<file path="src/rtl/mcp_controller.sv">
// Multicycle MIPS-style main controller: Moore FSM sequencing fetch, decode and
// per-instruction execute/writeback, plus the R-type ALU function decode.
module mcp_controller (
  input  logic       clk,
  input  logic       reset_n,
  input  logic [5:0] op,
  input  logic [5:0] funct,
  input  logic       zero,
  output logic       pcen,
  output logic       iord,
  output logic       memwrite,
  output logic       irwrite,
  output logic       regdst,
  output logic       memtoreg,
  output logic       regwrite,
  output logic       alusrca,
  output logic [1:0] alusrcb,
  output logic [1:0] pcsrc,
  output logic [2:0] alucontrol,
  output logic [3:0] state
);

  typedef enum logic [3:0] {
    FETCH   = 4'd0,
    DECODE  = 4'd1,
    MEMADR  = 4'd2,
    MEMRD   = 4'd3,
    MEMWB   = 4'd4,
    MEMWR   = 4'd5,
    RTYPEEX = 4'd6,
    RTYPEWB = 4'd7,
    BEQEX   = 4'd8,
    ADDIEX  = 4'd9,
    ADDIWB  = 4'd10,
    JEX     = 4'd11
  } state_t;

  localparam logic [5:0] OP_LW    = 6'b100011;
  localparam logic [5:0] OP_SW    = 6'b101011;
  localparam logic [5:0] OP_RTYPE = 6'b000000;
  localparam logic [5:0] OP_BEQ   = 6'b000100;
  localparam logic [5:0] OP_ADDI  = 6'b001000;
  localparam logic [5:0] OP_J     = 6'b000010;

  state_t state_q, state_d;

  logic pcwrite, branch;
  logic irwrite_s, memwrite_s, regwrite_s;

  always_ff @(posedge clk or negedge reset_n) begin
    if (!reset_n) state_q <= FETCH;
    else          state_q <= state_d;
  end

  always_comb begin
    state_d = FETCH;
    unique case (state_q)
      FETCH:   state_d = DECODE;
      DECODE: begin
        unique case (op)
          OP_LW, OP_SW: state_d = MEMADR;
          OP_RTYPE:     state_d = RTYPEEX;
          OP_BEQ:       state_d = BEQEX;
          OP_ADDI:      state_d = ADDIEX;
          OP_J:         state_d = JEX;
          default:      state_d = FETCH;
        endcase
      end
      MEMADR:  state_d = (op == OP_LW) ? MEMRD : MEMWR;
      MEMRD:   state_d = MEMWB;
      RTYPEEX: state_d = RTYPEWB;
      ADDIEX:  state_d = ADDIWB;
      default: state_d = FETCH;
    endcase
  end

  always_comb begin
    pcwrite    = 1'b0;
    branch     = 1'b0;
    iord       = 1'b0;
    memwrite_s = 1'b0;
    irwrite_s  = 1'b0;
    regdst     = 1'b0;
    memtoreg   = 1'b0;
    regwrite_s = 1'b0;
    alusrca    = 1'b0;
    alusrcb    = 2'b00;
    pcsrc      = 2'b00;
    alucontrol = 3'b010;
    unique case (state_q)
      FETCH: begin
        irwrite_s = 1'b1;
        pcwrite   = 1'b1;
        alusrcb   = 2'b01;
      end
      DECODE:  alusrcb = 2'b11;
      MEMADR, ADDIEX: begin
        alusrca = 1'b1;
        alusrcb = 2'b10;
      end
      MEMRD:   iord = 1'b1;
      MEMWB: begin
        memtoreg   = 1'b1;
        regwrite_s = 1'b1;
      end
      MEMWR: begin
        iord       = 1'b1;
        memwrite_s = 1'b1;
      end
      RTYPEEX: begin
        alusrca = 1'b1;
        unique case (funct)
          6'b100000: alucontrol = 3'b010;
          6'b100010: alucontrol = 3'b110;
          6'b100100: alucontrol = 3'b000;
          6'b100101: alucontrol = 3'b001;
          6'b101010: alucontrol = 3'b111;
          default:   alucontrol = 3'b000;
        endcase
      end
      RTYPEWB: begin
        regdst     = 1'b1;
        regwrite_s = 1'b1;
      end
      BEQEX: begin
        alusrca    = 1'b1;
        alucontrol = 3'b110;
        pcsrc      = 2'b01;
        branch     = 1'b1;
      end
      ADDIWB:  regwrite_s = 1'b1;
      JEX: begin
        pcsrc   = 2'b10;
        pcwrite = 1'b1;
      end
      default: ;
    endcase
  end

  // Write enables are gated by reset_n directly so they drop the instant reset
  // asserts, independent of the state register's async clear.
  assign pcen     = reset_n & (pcwrite | (branch & zero));
  assign irwrite  = reset_n & irwrite_s;
  assign memwrite = reset_n & memwrite_s;
  assign regwrite = reset_n & regwrite_s;
  assign state    = state_q;

endmodule

</file>
<file path="config.mk">
export PLATFORM = sky130hd
export DESIGN_NAME = mcp_controller
export DESIGN_NICKNAME = d
export VERILOG_FILES = /design/src/rtl/mcp_controller.sv
export SDC_FILE = /design/constraint.sdc
export NUM_CORES = 1
export LEC_CHECK = 0
export CORE_MARGIN = 2
export CORE_UTILIZATION = 39
export DETAILED_ROUTE_END_ITERATION = 8
export GPL_ROUTABILITY_DRIVEN = 0
export MAX_ROUTING_LAYER = met4
export PLACE_DENSITY = 0.92
export REMOVE_ABC_BUFFERS = 1
export SYNTH_ARGS = -nofsm -noshare
export SYNTH_HDL_FRONTEND = slang
export SYNTH_SLANG_ARGS = --single-unit
export TNS_END_PERCENT = 100
</file>
<file path="constraint.sdc">
create_clock -name clk -period 1.7 [get_ports clk]
set_input_delay 0.34 -clock clk [delete_from_list [all_inputs] [get_ports clk]]
set_output_delay 0.34 -clock clk [all_outputs]
set_load 0.05 [all_outputs]
</file>
==> results.tsv, run 1 <==
metric	value	unit
status	stopped before the end	
stage reached	clock tree synthesis (4_1_cts)	
first error	[ERROR DPL-0038] Utilization greater than 100%, impossible to legalize	
cts bufs inserted	3	
Die H	42.4	um
synthesis warning total	0	
initial core utilization	43.2	%
Async SR Flop Fraction	100	%
clk root buf	clkbuf_4	
Primary FF master, synth	dfrtp_1	
CTS max path bufs	2	
Post-synth EDFFs	0	
FP Rows	13	
Synth Cell Area	576	um^2
Post-CTS Setup Inserts	7	
Top Ports	34	
clock net sink count	4	
Placed Area	0.00117	mm^2
post-synthesis sequential area ratio	17.4	%
Post-DP HPWL	1980	um
number of distinct library cells after synthesis	32	
CTS resizes	51	
Avg Synthesized Cell Area	7.78	um^2
Post-Place Cells	131	
Buffers on Ports	33	
H-Tree Depth	1	
Seq cells post-synth	4	
Synth Instances	74	
hold buffer count at CTS	0	
Die X	42.4	um
## synthesized netlist by cell type, types with 2 or more instances
| master | count | area, um^2 |
|---|---|---|
| nand4_1 | 3 | 18.8 |
| a21oi_1 | 3 | 15.0 |
| nand3_1 | 3 | 15.0 |
| nor4b_2 | 2 | 30.0 |
| a31oi_1 | 2 | 12.5 |
| nand2b_1 | 6 | 37.5 |
| buf_6 | 3 | 33.8 |
| inv_2 | 2 | 7.51 |
| o21ai_1 | 2 | 10.0 |
| and3_1 | 2 | 12.5 |
| nor2_1 | 7 | 26.3 |
| inv_1 | 2 | 7.51 |
| nor3b_1 | 2 | 15.0 |
| dfrtp_1 | 4 | 100 |
| nor4bb_1 | 2 | 20.0 |
| nor3_1 | 5 | 25.0 |
| xor2_1 | 2 | 17.5 |
| and3b_1 | 2 | 17.5 |
| and2_1 | 2 | 12.5 |
| nand2_1 | 6 | 22.5 |
## cell families after synthesis
family / share of synthesized area (%)
AOI/OAI and AO/OA: 19.3
xor gates and xnor gates: 3.04
buffers and inverters: 9.78
DFF: 17.4
and+or+nand+nor: 50.4
## through the flow
step                setup slack, ns  hold WS, ns  setup TNS [ns]
floorplan                    -0.765       0.0444           -6.73
global placement             -0.298        0.634          -0.701
detailed placement           -0.489        0.635           -1.12
==> run 2, diff against run 1 <==
Settings changed: CORE_AREA set to 2 2 63 65, CORE_MARGIN 2 to unset, CORE_UTILIZATION 39 to unset, DIE_AREA set to 0 0 65 67, MAX_ROUTING_LAYER met4 to unset, PLACE_DENSITY 0.92 to unset, PLACE_DENSITY_LB_ADDON set to 0.15.
==> run 2 against run 1 <==
  * The flow now finishes, with violations (setup timing)
  * Area after synthesis unchanged
  * Synthesized cell count unchanged
==> results.tsv, run 2 <==
metric	value	unit	change
core box area	0.00361	mm^2	
synthesis warning total	0		unchanged
H-Tree Depth	1		unchanged
Critical Path Start Type	flop		
Synth Instances	74		unchanged
largest net degree at the start of global routing	11		
violated checks	setup timing		
final hold vios	0		
Setup Total Neg Slack	-0.0847	ns	
Reg clk slew, reported paths	0.03	ns	
Antenna Violating Nets Remaining	0		
Design Power	1.57	mW	
most frequent cells in the layout	buf_4, buf_12, clkdlybuf4s50_1		
most common cell in the netlist	nor2_1		
Leak	0.635	nW	
Total GRT Usage	10.2	%	
vias per cell	4.33		
Primary FF master, synth	dfrtp_1		
clock net sink count	4		unchanged
Final Max Slew Viols	0		
CTS tree	done		
RSZ-0062 raised after global routing	true		
top cells by count, synth	nor2_1, nand2_1, nand2b_1		
cts bufs inserted	3		unchanged
antenna violations before repair	0		
top cell family by delay on the critical path	flip-flops		
top cells by area, synth	dfrtp_1, nand2b_1, buf_6		
Die ar.	0.00436	mm^2	
FP Rows	22		+9
clk root buf	clkbuf_8		
crit path capture type	output port		
Slew headroom	76.6	%	
worst slew pin tran	0.346	ns	
commonest non-fill, non-tap cell in the layout	buf_4		
number of remaining DRC errors	0		
final critical path time including I/O delays and setup	1.73	ns	
Die X	65	um	+53%
Post-DP HPWL	1610	um	-19%
top cell type by total area after synthesis	dfrtp_1		
hold buffer count at CTS	0		unchanged
P per Cell Area	1060	mW/mm^2	
fraction of layout cells with a size suffix above 1	64.1	%	
TritonRoute pass-1 iters	4		
total routed wirelength	2210	um	
Buffers on Ports	33		unchanged
clock skew	0.000144	ns	
routed length per instance	12.6	um	
max reg flops	4		
worst setup margin	-0.0296	ns	
Crit. Startpoint	state[3]		
maximum vdd drop	0.469	mV	
clock insertion delay at the later pin of the skew report	0.21	ns	
status	finished, violations left		
Synth Cell Area	576	um^2	unchanged
Hold Path Class	primary input to async pin		
global-route wire length before repair	3400	um	
total gr overflow	0		
Post-synth EDFFs	0		unchanged
Area growth, synth to finish	157	%	
critical path cell sequence	inv_2, nand2_4, nor4_4, clkbuf_16		
Max Fclk	578	MHz	
crit path max fanout	7		
top-area cell type share of the netlist area	17.4	%	unchanged
worst reg2reg startpoint	state[1]		
Slowest cell on crit path	dfrtp_2		
post-synthesis sequential area ratio	17.4	%	unchanged
final setup violation count	5		
Die H	67	um	+58%
Fill cells	379		
DR iter-0 viols	19		
CP max stage delay	0.45	ns	
number of distinct library cells after synthesis	32		unchanged
Final Cycle Share	102	%	
initial core utilization	16.0	%	-27 points
Worst Path Buf+Inv	2		
Top Ports	34		unchanged
Avg Synthesized Cell Area	7.78	um^2	unchanged
Async SR Flop Fraction	100	%	unchanged
vias in the first global route	723		
final-stage net count	145		
max-cap violation count	0		
WP data required	1.36	ns	
CP arrival	1.39	ns	
WS Path Type	flop to output port		
CTS max path bufs	2		unchanged
via count	762		
n_diodes	0		
Seq cells post-synth	4		unchanged
run 2: cell families after synthesis:
group	after synthesis	synth area share [%]
buffers and inverters	8	9.78
flip-flops	4	17.4
AO/OA/AOI/OAI	14	19.3
XOR/XNOR	2	3.04
AND/OR/NAND/NOR	46	50.4
run 2: area by class of cell:
type	count	area, um^2	area share [%]
flip-flops and latches	4	105	7.09
multi-input cells	62	558	37.7
well taps	48	60.1	4.05
repair buffers	55	697	47.0
inverters	4	20.0	1.35
clock buffers	3	41.3	2.79
run 2: path summary, 6_finish.rpt:
kind | end | slack (ns) | depth (start not counted)
setup / recovery | alucontrol[0] | -0.03 | 4
hold / removal | state[1] | 0.08 | 2
setup reg to reg | state[1] | 0.10 | 6
hold reg to reg | state[3] | 0.74 | 2
max in group asynchronous | state[3] | 1.50 | 2
min in group clk | state[3] | 0.74 | 2
run 2: where the power goes:
| part | internal, mW | switching, mW | total (mW) |
|---|---|---|---|
| Clock | 0.151 | 0.0462 | 0.197 |
| Combinational | 0.602 | 0.604 | 1.21 |
| Sequential | 0.121 | 0.0501 | 0.171 |
run 2: timing repair:
item                       CTS  global route
pin swaps                    7             6
setup buffers                6             5
resized for setup           43            16
setup endpoints to repair   11            10
hold endpoints to repair     0             0
run 2: routing by layer:
| metal | up-vias | GRT usage [%] | wire length (um) |
|---|---|---|---|
| met5 | - | 0 | 0 |
| met4 | 0 | 4.79 | 0 |
| li1 | 385 | - | - |
| met3 | 0 | 1.69 | 130 |
| met2 | 21 | 19.1 | 1250 |
| met1 | 356 | 11.1 | 829 |
run 2: per-stage QoR:
stage          setup slack (ns)  cell area, um^2  cells  hold slack (ns)  util (%)
3_3_place_gp             -0.308             1200    162            0.646      33.2
4_1_cts                 -0.0540             1400    171            0.435      38.9
6_report                -0.0296             1480    176           0.0824      41.1
5_1_grt                 -0.0998             1480    176            0.107      41.1
2_1_floorplan            -0.765              534     70           0.0444         -
3_5_place_dp             -0.369             1200    162            0.656      33.2
Power figures use the tool's default switching activity.
